==> src/rtl/product_acc_pkg.sv <==
// Shared definitions for the product accumulator: FSM encoding, count width
// and the saturating beat-count helper.
package product_acc_pkg;

    typedef enum logic {
        ACCUM = 1'b0,
        HOLD  = 1'b1
    } acc_state_e;

    localparam int CNT_W = 8;

    function automatic logic [CNT_W-1:0] sat_inc(input logic [CNT_W-1:0] c);
        logic [CNT_W-1:0] r;
        if (c == {CNT_W{1'b1}}) begin
            r = c;
        end else begin
            r = c + CNT_W'(1);
        end
        return r;
    endfunction

endpackage

==> src/rtl/product_accumulator_adder.sv <==
// ACC_W-bit unsigned adder returning the truncated sum and the carry-out.
module acc_adder #(
    parameter int W = 16
) (
    input  logic [W-1:0] a,
    input  logic [W-1:0] b,
    output logic [W-1:0] sum,
    output logic         cout
);

    assign {cout, sum} = {1'b0, a} + {1'b0, b};

endmodule

==> src/rtl/product_accumulator.sv <==
// Accumulates a group of unsigned products, then holds the group sum, sticky
// overflow flag and saturating beat count until downstream takes it.
module product_accumulator
    import product_acc_pkg::*;
#(
    parameter int M     = 4,
    parameter int N     = 4,
    parameter int ACC_W = 16
) (
    input  logic               clk,
    input  logic               rst_n,
    input  logic               in_valid,
    output logic               in_ready,
    input  logic [M+N-1:0]     in_product,
    input  logic               in_last,
    input  logic               clr,
    output logic               out_valid,
    input  logic               out_ready,
    output logic [ACC_W-1:0]   out_sum,
    output logic               out_ovf,
    output logic [CNT_W-1:0]   out_cnt
);

    if (ACC_W < M + N) begin : g_width_check
        $error("product_accumulator: ACC_W must be >= M+N");
    end

    acc_state_e         state_r, state_nxt_s;
    logic [ACC_W-1:0]   acc_r, acc_nxt_s;
    logic               ovf_r, ovf_nxt_s;
    logic [CNT_W-1:0]   cnt_r, cnt_nxt_s;
    logic [ACC_W-1:0]   sum_s;
    logic               cout_s;
    logic               accept_s;

    acc_adder #(.W(ACC_W)) u_adder (
        .a    (acc_r),
        .b    (ACC_W'(in_product)),
        .sum  (sum_s),
        .cout (cout_s)
    );

    // Handshake outputs depend only on state and clr so upstream sees no
    // combinational path from its own valid.
    always_comb begin
        in_ready  = (state_r == ACCUM) && !clr;
        out_valid = (state_r == HOLD);
        accept_s  = in_valid && in_ready;
    end

    // Next-state and datapath update for the ACCUM/HOLD machine.
    always_comb begin
        state_nxt_s = state_r;
        acc_nxt_s   = acc_r;
        ovf_nxt_s   = ovf_r;
        cnt_nxt_s   = cnt_r;
        case (state_r)
            ACCUM: begin
                if (clr) begin
                    acc_nxt_s = '0;
                    ovf_nxt_s = 1'b0;
                    cnt_nxt_s = '0;
                end else if (accept_s) begin
                    acc_nxt_s = sum_s;
                    ovf_nxt_s = ovf_r | cout_s;
                    cnt_nxt_s = sat_inc(cnt_r);
                    if (in_last) begin
                        state_nxt_s = HOLD;
                    end else begin
                        state_nxt_s = ACCUM;
                    end
                end else begin
                    state_nxt_s = ACCUM;
                end
            end
            HOLD: begin
                // clr is deliberately ignored here so a held result survives.
                if (out_ready) begin
                    state_nxt_s = ACCUM;
                    acc_nxt_s   = '0;
                    ovf_nxt_s   = 1'b0;
                    cnt_nxt_s   = '0;
                end else begin
                    state_nxt_s = HOLD;
                end
            end
            default: begin
                state_nxt_s = ACCUM;
                acc_nxt_s   = '0;
                ovf_nxt_s   = 1'b0;
                cnt_nxt_s   = '0;
            end
        endcase
    end

    // All state registers with asynchronous reset.
    always_ff @(posedge clk or negedge rst_n) begin
        if (!rst_n) begin
            state_r <= ACCUM;
            acc_r   <= '0;
            ovf_r   <= 1'b0;
            cnt_r   <= '0;
        end else begin
            state_r <= state_nxt_s;
            acc_r   <= acc_nxt_s;
            ovf_r   <= ovf_nxt_s;
            cnt_r   <= cnt_nxt_s;
        end
    end

    assign out_sum = acc_r;
    assign out_ovf = ovf_r;
    assign out_cnt = cnt_r;

endmodule

==> config.mk <==
export PLATFORM = sky130hd
export DESIGN_NAME = product_accumulator
export DESIGN_NICKNAME = d
export VERILOG_FILES = /design/src/rtl/product_acc_pkg.sv /design/src/rtl/product_accumulator_adder.sv /design/src/rtl/product_accumulator.sv
export SDC_FILE = /design/constraint.sdc
export NUM_CORES = 1
export LEC_CHECK = 0
export BUFFER_PORTS_ARGS = -buffer_cell sky130_fd_sc_hd__buf_2
export CAP_MARGIN = 20
export CORE_MARGIN = 1.5
export CORE_UTILIZATION = 45
export DETAILED_ROUTE_END_ITERATION = 10
export PLACE_DENSITY_LB_ADDON = 0.25
export SETUP_SLACK_MARGIN = 0.4
export SYNTH_ARGS = -nofsm -noshare
export SYNTH_HDL_FRONTEND = slang
export SYNTH_HIERARCHICAL = 1
export SYNTH_SLANG_ARGS = --single-unit
export TNS_END_PERCENT = 20
==> constraint.sdc <==
create_clock -name clk -period 7.3 [get_ports clk]
set_clock_uncertainty 0.15 [all_clocks]
set_input_delay 1.095 -clock clk [delete_from_list [all_inputs] [get_ports clk]]
set_output_delay 1.095 -clock clk [all_outputs]
set_load 0.01 [all_outputs]
==> impl_metrics.yaml <==
setup_path:
  cp.required_ps: 6050
  cp-start-kind: "input pin"
  end_kind: "primary output"
  critical_path.max_fanout: 8
  crit_path_frequent_cell: "buf_2"
  path_buf_inv: 3
  cp_data_arrival_time_ps: 1890
  cpPeakStageDelay_ps: 370
  path_delay_family: "buffers and inverters"
  path_cells: "buf_2 -> or2_1 -> inv_2 -> buf_2"
  cp_slowest_cell: "or2_1"
  setup.worst_path.class: "input pin to primary output"
clock_tree:
  cts-root-buf: "clkbuf_8"
  cts_tree: "built"
  cts_sinks: 26
  clock_path_buffers: 2
  hold_buffers: 0
  cts-buffers-inserted: 3
  post-cts-setup-buffer-count: 0
  worstSkewPairLatency_ps: 270
  ctsResizeCount: 0
  htreeDepth: 1
  clkTransAtPathRegs_ps: 100
place:
  dp_slack_ps: 4030
  portBuffers: 40
  dp_hpwl_um: 2930
  gp_congestion: 0.828
floorplanning:
  io_pins: 41
  coreArea_um2: 4000
  die_y_um: 67.7
  dieWidth_um: 67.7
  dieArea_um2: 4580
  rows: 23
  start_util_pct: 47.1
detailed_routing:
  wire_per_inst_um: 14.1
  via_count: 1622
  dr.pass1.iters: 4
  drtIter0Drc: 74
  via_per_inst: 5.63
  drc_errors: 0
  wl_um: 4050
  ant_nets: 0
min_path:
  holdCritPathClass: "register to register"
synthesis:
  ys.flop_type: "dfrtp_1"
  yosysSeqAreaShare_pct: 34.6
  synth.top_cell.area_share_pct: 34.6
  ys_warn_count: 6
  netlist_top_cells_count: "dfrtp_1 (26), a21oi_1 (17), ha_1 (17)"
  synthTopCellsByArea: "dfrtp_1 (35%), ha_1 (11%), a22o_1 (7.4%), a21oi_1 (4.5%), xnor2_1 (3.3%)"
  netlist_instances: 194
  avgSynthCellArea_um2: 9.71
  yosysMostFrequentCell: "dfrtp_1"
  synth_top_area_cell: "dfrtp_1"
  synth_seq_cells: 26
  synth-edff-count: 0
  syn_area_um2: 1880
  ys_async_sr_fraction_pct: 100
  ys_types: 47
grt:
  grt_pass1_wl_um: 6670
  grt_usage_pct: 18.9
  grt_max_degree: 27
  grt_overflow: 0
  first_global_vias: 1452
  antenna_found_initial: 0
pwr:
  leakage_nw: 1.15
  ir_drop_v: 0.000117
  p_per_area_nw_per_um2: 212
sta:
  finalMaxSlewViolations: 0
  fin_ws_ps: 4160
  tightest_slew_ps: 630
  fin_setup_tns_ps: 0
  hold_violations: 0
  finalCriticalPeriod_ps: 3140
  fmax_ghz: 0.319
  finalSetupViolCount: 0
  rsz0062_at_grt: "false"
  relSlewSlack_pct: 57.9
  fin_crit_sh_pct: 43.0
final_layout:
  layout-area-overhead-vs-synth_pct: 16.3
  final_nets: 271
  diodes: 0
  drive_above_1_share_pct: 23.5
run_status:
  status: "finished clean"
job:
  cap_viol_max_count: 0
-- cell type report --
class,count,area (µm²)
Fill cell,380,1810
Sequential cell,26,651
Clock inverter,1,30.0
Timing Repair Buffer,40,200
Clock buffer,3,41.3
Inverter,5,18.8
Multi-Input combinational cell,163,1190
Tap cell,50,62.6
-- layer usage --
metal  wire (µm)  vias to the layer above  global-route usage (%)
met5           0                        -                       0
met4          42                        0                    5.87
met3         130                        4                    2.67
met2        1830                       26                    28.8
met1        2050                      771                    27.4
li1            -                      821                       -
-- power breakdown --
group          switching, mW  internal, mW  total [mW]
logic                 0.0959        0.0758       0.172
clock network         0.0484        0.0734       0.122
registers             0.0134         0.158       0.172
-- state kept, by name, indices dropped and copies added (netlist names) --
name	count
out_valid	1
out_cnt	8
out_ovf	1
out_sum	16
-- worst register-to-register path, cell delays in order, from the launching register on --
cell and delay (ps):
dfrtp_1 410, ha_1 240, fa_1 420, a21o_4 250, a311oi_2 320, o31ai_2 140, a21oi_2 200, o31ai_2 80
a21oi_1 130, a21oi_1 50
-- cells by family after synthesis --
logic type	after synthesis	synth area share, %
compound gates	74	29.6
xor+xnor	13	6.05
fa+ha+maj	18	12.4
buf+inv	12	3.79
flops	26	34.6
mux	1	0.532
other cells	1	0.199
simple gates	49	12.9
-- per-stage QoR --
step	std cells	cell area, µm²	power (mW)	util (%)	hold WS [ps]
after CTS	288	2190	0.467	54.8	387
after detailed placement	284	2120	0.345	53.0	364
final	288	2190	0.465	54.8	382
after floorplan	201	1910	0.305	-	405
after global placement	284	2120	0.343	53.0	360
after global routing	288	2190	0.497	54.8	409
-- cell usage in the layout (no fill, tap or decap), drive strengths merged, types with 2 or more instances in the layout --
cell type | synthesis | layout
nor2 | 11 | 11
inv | 5 | 5
o21a | 3 | 3
o22a | 2 | 2
nand2 | 13 | 13
clkbuf | 0 | 3
or2 | 2 | 2
buf | 7 | 40
xor2 | 6 | 6
a21o | 5 | 5
a22o | 16 | 16
nor3 | 3 | 3
nand2b | 2 | 2
dfrtp | 26 | 26
a21oi | 19 | 19
o22ai | 5 | 5
and3 | 3 | 3
xnor2 | 7 | 7
conb | 1 | 8
o31ai | 5 | 5
o21ai | 7 | 7
a31oi | 4 | 4
ha | 17 | 17
nand3 | 11 | 11
nand4 | 3 | 3
-- worst paths after layout --
path	slack, ps	end	start	cells past startpoint
min in group asynchronous	650	out_sum[8]	rst_n	1
worst max-delay path	4160	in_ready	clr	4
worst max register to register	4800	out_ovf	out_sum[0]	9
worst min register to register	380	out_sum[13]	out_sum[13]	1
worst min-delay path	380	out_sum[13]	out_sum[13]	1
max in group asynchronous	5950	out_sum[15]	rst_n	1
No activity file was read; power rests on OpenSTA's default activity.
